File: config.mk
export PLATFORM = sky130hd
export DESIGN_NAME = rpn_alu
export DESIGN_NICKNAME = d
export VERILOG_FILES = /design/src/rtl/rpn_pkg.sv /design/src/rtl/rpn_alu_core.sv /design/src/rtl/rpn_alu.sv
export SDC_FILE = /design/constraint.sdc
export NUM_CORES = 1
export LEC_CHECK = 0
export ABC_AREA = 1
export CORE_MARGIN = 2
export CORE_UTILIZATION = 58
export DETAILED_ROUTE_END_ITERATION = 16
export GPL_TIMING_DRIVEN = 0
export HOLD_SLACK_MARGIN = 0.12
export MAX_ROUTING_LAYER = met4
export PLACE_DENSITY = 0.8
export SLEW_MARGIN = 20
export SYNTH_ARGS = -nofsm -noshare
export SYNTH_HDL_FRONTEND = slang
export SYNTH_SLANG_ARGS = --single-unit
File: constraint.sdc
create_clock -name clk -period 4.04 [get_ports clk]
set_clock_uncertainty 0.05 [all_clocks]
set_input_delay 0.808 -clock clk [delete_from_list [all_inputs] [get_ports clk]]
set_output_delay 0.808 -clock clk [all_outputs]
set_load 0.02 [all_outputs]
File: src/rtl/rpn_pkg.sv
// Shared types for the RPN ALU: opcodes, error codes and FSM states.
// Optional MUL opcode is enabled by defining RPN_ALU_MUL_EN.
package rpn_pkg;

  typedef enum logic [3:0] {
    OP_NOP  = 4'd0,
    OP_PUSH = 4'd1,
    OP_POP  = 4'd2,
    OP_DUP  = 4'd3,
    OP_SWAP = 4'd4,
    OP_ADD  = 4'd5,
    OP_SUB  = 4'd6,
    OP_AND  = 4'd7,
    OP_OR   = 4'd8,
    OP_XOR  = 4'd9,
    OP_MUL  = 4'd10
  } op_e;

  typedef enum logic [1:0] {
    ERR_NONE    = 2'd0,
    ERR_UNDER   = 2'd1,
    ERR_OVER    = 2'd2,
    ERR_ILLEGAL = 2'd3
  } err_e;

  typedef enum logic [2:0] {
    ST_IDLE = 3'd0,
    ST_EXEC = 3'd1,
    ST_OP2  = 3'd2,
    ST_WB   = 3'd3,
    ST_WB2  = 3'd4,
    ST_RESP = 3'd5
  } state_e;

endpackage

File: src/rtl/rpn_alu_core.sv
// Combinational B-op-A datapath; result is 0 for non-ALU opcodes.
// Ports: op (4b opcode), a (top operand), b (second operand), result.
// MUL (opcode 10) is only built when RPN_ALU_MUL_EN is defined.
module rpn_alu_core
  import rpn_pkg::*;
#(
  parameter int WIDTH = 32
) (
  input  logic [3:0]       op,
  input  logic [WIDTH-1:0] a,
  input  logic [WIDTH-1:0] b,
  output logic [WIDTH-1:0] result
);

  always_comb begin
    result = '0;
    case (op)
      OP_ADD: result = b + a;
      OP_SUB: result = b - a;
      OP_AND: result = b & a;
      OP_OR:  result = b | a;
      OP_XOR: result = b ^ a;
`ifdef RPN_ALU_MUL_EN
      // Single WIDTHxWIDTH multiplier, low WIDTH bits kept.
      OP_MUL: result = b * a;
`endif
      default: result = '0;
    endcase
  end

endmodule

File: src/rtl/rpn_alu.sv
// RPN command sequencer driving an external LIFO; owns FSM and depth.
// Ports: clk, rst (sync, active-high), cmd_valid/ready/op/imm,
//   stk_push/pop/wdata/rdata, done, err, depth. Macro: RPN_ALU_MUL_EN.
module rpn_alu
  import rpn_pkg::*;
#(
  parameter int DEPTH = 8,
  parameter int WIDTH = 32
) (
  input  logic             clk,
  input  logic             rst,
  input  logic             cmd_valid,
  output logic             cmd_ready,
  input  logic [3:0]       cmd_op,
  input  logic [WIDTH-1:0] cmd_imm,
  output logic             stk_push,
  output logic             stk_pop,
  output logic [WIDTH-1:0] stk_wdata,
  input  logic [WIDTH-1:0] stk_rdata,
  output logic             done,
  output logic [1:0]       err,
  output logic [DEPTH-1:0] depth
);

  localparam logic [DEPTH-1:0] FULL = '1;
  localparam logic [DEPTH-1:0] ONE  = DEPTH'(1);

  state_e           state;
  state_e           state_n;
  logic [3:0]       op_q;
  logic [WIDTH-1:0] imm_q;
  logic [WIDTH-1:0] a_q;
  logic [WIDTH-1:0] b_q;
  logic [1:0]       err_q;
  logic [DEPTH-1:0] cnt;
  logic [WIDTH-1:0] result;

  err_e code;
  logic two_op;

  rpn_alu_core #(.WIDTH(WIDTH)) u_core (
    .op     (op_q),
    .a      (a_q),
    .b      (b_q),
    .result (result)
  );

  // Legality and stack-bound checks, evaluated against the current depth.
  always_comb begin
    code   = ERR_NONE;
    two_op = 1'b0;
    case (op_q)
      OP_NOP: code = ERR_NONE;
      OP_PUSH: begin
        if (cnt == FULL) code = ERR_OVER;
      end
      OP_POP: begin
        if (cnt == '0) code = ERR_UNDER;
      end
      OP_DUP: begin
        if (cnt == '0)
          code = ERR_UNDER;
        else if (cnt == FULL)
          code = ERR_OVER;
      end
      OP_SWAP, OP_ADD, OP_SUB,
      OP_AND, OP_OR, OP_XOR: begin
        if (cnt <= ONE)
          code = ERR_UNDER;
        else
          two_op = 1'b1;
      end
`ifdef RPN_ALU_MUL_EN
      OP_MUL: begin
        if (cnt <= ONE)
          code = ERR_UNDER;
        else
          two_op = 1'b1;
      end
`endif
      default: code = ERR_ILLEGAL;
    endcase
  end

  always_comb begin
    state_n   = state;
    cmd_ready = 1'b0;
    stk_push  = 1'b0;
    stk_pop   = 1'b0;
    stk_wdata = '0;
    done      = 1'b0;
    err       = 2'd0;
    unique case (state)
      ST_IDLE: begin
        cmd_ready = 1'b1;
        if (cmd_valid) state_n = ST_EXEC;
      end
      ST_EXEC: begin
        state_n = ST_RESP;
        if (code == ERR_NONE) begin
          if (two_op) begin
            stk_pop = 1'b1;
            state_n = ST_OP2;
          end else begin
            case (op_q)
              OP_PUSH: begin
                stk_push  = 1'b1;
                stk_wdata = imm_q;
              end
              OP_POP: stk_pop = 1'b1;
              OP_DUP: begin
                stk_push  = 1'b1;
                stk_wdata = stk_rdata;
              end
              default: stk_push = 1'b0;
            endcase
          end
        end
      end
      ST_OP2: begin
        stk_pop = 1'b1;
        state_n = ST_WB;
      end
      ST_WB: begin
        stk_push = 1'b1;
        if (op_q == OP_SWAP) begin
          stk_wdata = a_q;
          state_n   = ST_WB2;
        end else begin
          stk_wdata = result;
          state_n   = ST_RESP;
        end
      end
      ST_WB2: begin
        stk_push  = 1'b1;
        stk_wdata = b_q;
        state_n   = ST_RESP;
      end
      ST_RESP: begin
        done    = 1'b1;
        err     = err_q;
        state_n = ST_IDLE;
      end
      default: state_n = ST_IDLE;
    endcase
  end

  always_ff @(posedge clk) begin
    if (rst) begin
      state <= ST_IDLE;
      op_q  <= '0;
      imm_q <= '0;
      a_q   <= '0;
      b_q   <= '0;
      err_q <= '0;
      cnt   <= '0;
    end else begin
      state <= state_n;
      if (cmd_valid && cmd_ready) begin
        op_q  <= cmd_op;
        imm_q <= cmd_imm;
      end
      if (state == ST_EXEC) begin
        err_q <= code;
        if (two_op) a_q <= stk_rdata;
      end
      if (state == ST_OP2) b_q <= stk_rdata;
      if (stk_push)
        cnt <= cnt + ONE;
      else if (stk_pop)
        cnt <= cnt - ONE;
    end
  end

  assign depth = cnt;

endmodule
==> flow_summary.yaml, run 1 <==
yosys:
  ys_ff_latch: 113
  yosysTopAreaCellShare_pct: 21.69
  yosysSeqAreaShare_pct: 21.69
  synth_area_leaders: "dfxtp_1 (22%), nand2_1 (14%), ha_1 (12%)"
  synth_edf_count: 0
  yosysTopAreaCell: "dfxtp_1"
  synthCells: 1729
  yosys_most_used_dff: "dfxtp_1"
  synth_nets: 1900
  ys_top_cells_by_count: "nand2_1 (399), inv_1 (272), o21ai_0 (176)"
  synthMostInstantiatedCell: "nand2_1"
  syn_area_per_cell_um2: 6.031
  synth_area_mm2: 0.01043
  ys_types: 39
  yosysWarnings: 0
  synthArstFlopShare_pct: 0
clock_tree:
  cts.clk_slew.worst_paths_ns: 0.06
  clock-sinks: 113
  cts_tree: "built"
  clk_latency_ns: 0.42
  cts_root_buffer: "clkbuf_16"
  cts_made_buffers: 17
  postCtsHoldBufs: 0
  clk_path_buf_depth: 2
  htree_levels: 4
worst_hold_path:
  hp-class: "reg2reg"
  holdPathStages: 2
  min_to: "imm_q[7]$_SDFFE_PP0P_"
  min_from: "imm_q[7]$_SDFFE_PP0P_"
die:
  die_width_um: 138.1
  io_pins: 117
  core_area_mm2: 0.01778
  die_y_um: 138.1
  rows: 49
  dieArea_mm2: 0.01907
  initial_core_util_pct: 58.65
placement:
  place_inst: 2073
  dp_slack_ns: -1.297
  dpl.hpwl_mm: 29.22
  gp_congestion: 1.018
  io_buffer_count: 115
critical_path:
  path_delay_family: "simple AND/OR/NAND/NOR gates"
  required_ns: 3.18
  critPathMaxStageDelay_ns: 0.39
  end_kind: "output port"
  rr_endpoint: "a_q[29]$_SDFFE_PP0P_"
  reg2reg_from: "depth[0]$_SDFFE_PP0P_"
  crit_buf_inv: 3
  path_max_fanout: 5
  rr_worst_depth: 11
  cp-start-kind: "flip-flop"
  worstPathCellList: "inv_2 -> nand3_2 -> nand3b_1 -> nor3_4 -> nand2_4 -> nor2_4 -> a21oi_2 -> xor2_1 -> ha_4 -> nand2_2 -> inv_2 -> nand2_1 -> nor2_1 -> nand3b_1 -> nand3_1 -> nand3_2 -> nand3_2 -> nand2_2 -> nand2_2 -> buf_6"
  crit_slowest_cell: "dfxtp_1"
  arrival_ns: 3.94
  path_class: "reg2out"
  rrSetupSlack_ns: 1.60
routing:
  vias_per_cell: 6.000
  drc: 0
  dr_total_vias: 12940
  routed_wl_mm: 42.01
  firstDrtPassIters: 6
  wl_per_cell_um: 19.48
  drt-initial-drc-count: 1489
  postRouteAntennaNets: 0
timing:
  fin_setup_tns_ns: -12.58
  slew_viol_final: 0
  slew_headroom_pct: 39.92
  timing.fmax_ghz: 0.2083
  tightestPinTransition_ns: 0.9012
  worst_slack_ns: -0.7612
  hold_violations: 0
  finalCriticalPeriod_ns: 4.801
  setup_viol: 29
  rsz0062_at_grt: "yes"
  finalCritPeriodShare_pct: 118.8
global_route:
  grt_usage_pct: 40.80
  antenna_found_initial: 0
  grt_first_pass_wirelength_mm: 60.68
  grt_max_degree: 17
  gr-total-overflow: 0
  grt_pass1_vias: 11670
finish:
  final_nets: 2086
  fill_cells: 1246
  fin_util_pct: 80.44
  area_growth_pct: 37.16
  drive_above_1_share_pct: 22.98
  stdcell_count: 2157
  diodes: 0
outcome:
  violations: "setup timing"
  outcome: "finished with violations"
job:
  cap_violations: 0
area by class of cell:
cell class              instances  area (um2)  area share (%)
inverters                     280        1076           7.523
clock inverters                12       117.6          0.8223
multi-input cells            1264        8197           57.31
well taps                     229       286.5           2.003
repair buffers                168        1569           10.97
plain buffers                  71       347.8           2.432
clock buffers                  20       436.7           3.053
flip-flops and latches        113        2272           15.89
flip-flops by register name, summed over array words and instances, names as in the netlist:
register,flops
op_q,4
imm_q,32
a_q,32
depth,8
b_q,32
state,3
err_q,2
through the flow:
step / hold slack [ns] / instance area [um2]
4_1_cts: 0.4012 / 13310
3_5_place_dp: 0.3922 / 11870
6_report: 0.3982 / 14300
3_3_place_gp: 0.3860 / 11870
5_1_grt: 0.4199 / 14300
2_1_floorplan: 0.3745 / 10430
worst register-to-register path: stages (launching register included):
cell and delay, ns:
dfxtp_1 0.36, inv_1 0.17, ha_1 0.19, nand3_1 0.13
nand2_1 0.10, nand2_1 0.09, nand2_2 0.14, inv_2 0.05
nand2_1 0.08, clkbuf_1 0.55, o21ai_0 0.27, a21oi_1 0.18
how the worst max path moves through the flow:
| stage | start | to | depth (start not counted) |
|---|---|---|---|
| after floorplan | a_q[0]$_SDFFE_PP0P_ | stk_wdata[27] | 23 |
| after CTS | a_q[1]$_SDFFE_PP0P_ | stk_wdata[29] | 23 |
| after global placement | op_q[0]$_SDFFE_PP0P_ | stk_wdata[24] | 19 |
| after detailed placement | op_q[0]$_SDFFE_PP0P_ | stk_wdata[24] | 19 |
| final | a_q[3]$_SDFFE_PP0P_ | stk_wdata[25] | 20 |
| after global routing | a_q[3]$_SDFFE_PP0P_ | stk_wdata[25] | 21 |
routing by layer:
| metal | vias to the layer above | wire [um] | GRT usage [%] |
|---|---|---|---|
| li1 | 5994 | - | - |
| met1 | 5880 | 16460 | 53.38 |
| met2 | 871 | 18580 | 62.53 |
| met3 | 198 | 4544 | 5.577 |
| met4 | 0 | 2435 | 19.33 |
| met5 | - | 0 | - |
repair_timing:
action | 4_1_cts | 5_1_grt
endpoints found under the setup margin | 31 | 32
buffers inserted | 30 | 23
hold endpoints to repair | 0 | 0
gates resized for setup | 356 | 225
pin swaps | 88 | 128
kinds of logic (layout without fill, tap and decap cells):
family,after synthesis,in the layout,share of synthesized area (%)
xor gates and xnor gates,36,36,3.024
adders and majority gates,100,100,12.07
and+or+nand+nor,730,730,29.47
buffers and inverters,352,551,12.86
AOI/OAI and AO/OA,398,398,20.88
DFF,113,113,21.69
placed cells by master (no fill, tap or decap), types with 4 or more instances in the layout:
master           synthesis  routed
a21oi_1                147     123
a21oi_2                  0      20
a21oi_4                  0       4
a221oi_1                24      24
buf_2                   13      14
buf_4                    1      59
buf_6                    0      23
clkbuf_1                56      55
clkbuf_16                0      19
clkdlybuf4s50_1          0      83
clkinv_2                 0       7
dfxtp_1                113     107
dfxtp_2                  0       5
ha_1                    99      80
ha_4                     0      17
inv_1                  272     241
inv_2                    8      29
inv_4                    0      10
nand2_1                399     302
nand2_2                  2      70
nand2_4                  1      30
nand3_1                132      92
nand3_2                  2      38
nand3_4                  0       4
nand3b_1                 8       8
nand4_1                 11      11
nor2_1                 147     104
nor2_2                   4      22
nor2_4                   2      27
nor3_1                  14       8
nor3_2                   2       5
o211ai_1                15      15
o21ai_0                176     161
o21ai_1                 15      20
o21ai_2                  1       8
o21bai_1                 6       5
xor2_1                  36      31
xor2_2                   0       5
Power of run 1 is not shown: default switching activity piles up to over one toggle a cycle in this logic, so the estimate is an artifact.
==> run 2, diff against run 1 <==
CORE_UTILIZATION = 35   (was 58)
PLACE_DENSITY = 0.52   (was 0.8)
==> flow_summary.yaml, run 2 (same netlist as run 1, synthesis figures left out) <==
critical_path:
  end_kind: "output port"
  reg2reg_from: "depth[0]$_SDFFE_PP0P_"
  rrSetupSlack_ns: 1.62
  crit_start: "a_q[1]$_SDFFE_PP0P_"
  required_ns: 3.18
  rr_worst_depth: 12
  path_max_fanout: 5
  path_class: "reg2out"
  rr_endpoint: "a_q[7]$_SDFFE_PP0P_"
  crit_slowest_cell: "dfxtp_4"
  cp-start-kind: "flip-flop"
  critPathMaxStageDelay_ns: 0.36
  crit_top_cell: "nand2_2"
  arrival_ns: 3.87
timing:
  timing.fmax_ghz: 0.2114
  hold_violations: 0
  worst_slack_ns: -0.6909
  finalCritPeriodShare_pct: 117.1
  rsz0062_at_grt: "yes"
  slew_headroom_pct: 38.74
  tightestPinTransition_ns: 0.9188
  slew_viol_final: 0
  setup_viol: 26
  finalCriticalPeriod_ns: 4.731
finish:
  ff_latch_area_mm2: 0.002272
  mostFrequentLayoutCells: "nand2_1 (280), inv_1 (242), o21ai_0 (159), a21oi_1 (125), dfxtp_1 (107)"
  diodes: 0
  multi_input_area_mm2: 0.008546
  drive_above_1_share_pct: 25.36
  final_common_cell: "nand2_1"
  area_growth_pct: 44.12
  fin_util_pct: 50.98
  final_nets: 2094
  reg.largest.list: "a_q: 32 flops, b_q: 32 flops, imm_q: 32 flops"
  fill_cells: 3082
global_route:
  grt_usage_pct: 29.40
  grt_pass1_vias: 11590
  grt_max_degree: 17
  antenna_found_initial: 0
  gr-total-overflow: 0
  grt_first_pass_wirelength_mm: 66.79
routing:
  vias_per_cell: 5.202
  firstDrtPassIters: 6
  drc: 0
  routed_wl_mm: 45.48
  dr_total_vias: 12100
  postRouteAntennaNets: 0
  drt-initial-drc-count: 708
  wl_per_cell_um: 19.55
worst_hold_path:
  hp-class: "reg2reg"
  min_to: "imm_q[6]$_SDFFE_PP0P_"
  min_from: "imm_q[6]$_SDFFE_PP0P_"
  holdPathStages: 2
clock_tree:
  cts_root_buffer: "clkbuf_16"
  cts_tree: "built"
  clk_path_buf_depth: 2
  clk_latency_ns: 0.43
  cts_made_buffers: 17
  postCtsHoldBufs: 0
  clock-sinks: 113
  htree_levels: 4
  cts.clk_slew.worst_paths_ns: 0.06
placement:
  io_buffer_count: 115
  gp_congestion: 0.9159
  dpl.hpwl_mm: 35.11
outcome:
  outcome: "finished with violations"
  violations: "setup timing"
die:
  core_area_mm2: 0.02948
  dieArea_mm2: 0.03119
  initial_core_util_pct: 35.37
  die_y_um: 176.6
  die_width_um: 176.6
  io_pins: 117
  rows: 63
job:
  cap_violations: 0
-- run 2: changes by cell type in the layout (fill, tap and decap cells not counted), sizes merged --
cell / change
clkbuf: +4
clkinvlp: -1
bufinv: +2
buf: +7
dlymetal6s2s: -1
clkinv: -3
-- run 2: metrics by stage --
step	cells	cell area [um2]	hold WS [ns]	setup TNS, ns	worst slack, ns
finish	2326	15030	0.3966	-13.25	-0.6909
global route	2326	15030	0.4266	-18.80	-0.9104
CTS	2305	13840	0.4018	-14.12	-0.7558
detailed placement	2234	12070	0.3942	-34.10	-1.358
global placement	2234	12070	0.3889	-33.93	-1.345
floorplan	1729	10430	0.3745	0	0.2433
-- run 2: critical path: cells and delay by family, from the launching register on --
kind / cells / cell delay (ns)
AOI/OAI and AO/OA: 2 / 0.35
xor gates and xnor gates: 1 / 0.20
adders and majority gates: 2 / 0.38
buffers and inverters: 4 / 0.35
DFF: 1 / 0.36
and+or+nand+nor: 16 / 1.78
-- run 2: how the worst max path moves through the flow --
| stage | cells past startpoint | to |
|---|---|---|
| 6_report | 25 | stk_wdata[31] |
| 4_1_cts | 23 | stk_wdata[25] |
| 2_1_floorplan | 23 | stk_wdata[27] |
| 3_5_place_dp | 21 | stk_wdata[27] |
| 3_3_place_gp | 21 | stk_wdata[27] |
| 5_1_grt | 26 | stk_wdata[31] |
-- run 2: timing repair --
| action | in CTS | in global routing |
|---|---|---|
| buffers inserted | 45 | 24 |
| endpoints found under the setup margin | 32 | 32 |
| resized for setup | 411 | 247 |
| pin swaps | 80 | 114 |
-- run 2: metal layers --
metal	wire, um	vias up	track usage (%)
met5	0	-	-
met4	1455	0	9.194
met3	2346	73	4.134
met2	21050	360	47.05
met1	20620	5656	38.30
li1	-	6012	-
-- run 2: layout make-up --
class | instances | area share (%)
Buffer | 71 | 2.373
Clock buffer | 22 | 3.222
Clock inverter | 10 | 1.032
Inverter | 280 | 7.193
Multi-Input combinational cell | 1264 | 56.86
Sequential cell | 113 | 15.12
Tap cell | 390 | 3.247
Timing Repair Buffer | 176 | 10.95
Power of run 2 is left out for the same reason.
==> run 3, diff against run 2 <==
CTS_CLUSTER_SIZE = 40   (was default)
==> results of run 3 <==
The final DEF is identical to that of run 2; final timing and power are the same.
Power of run 3 is left out for the same reason.
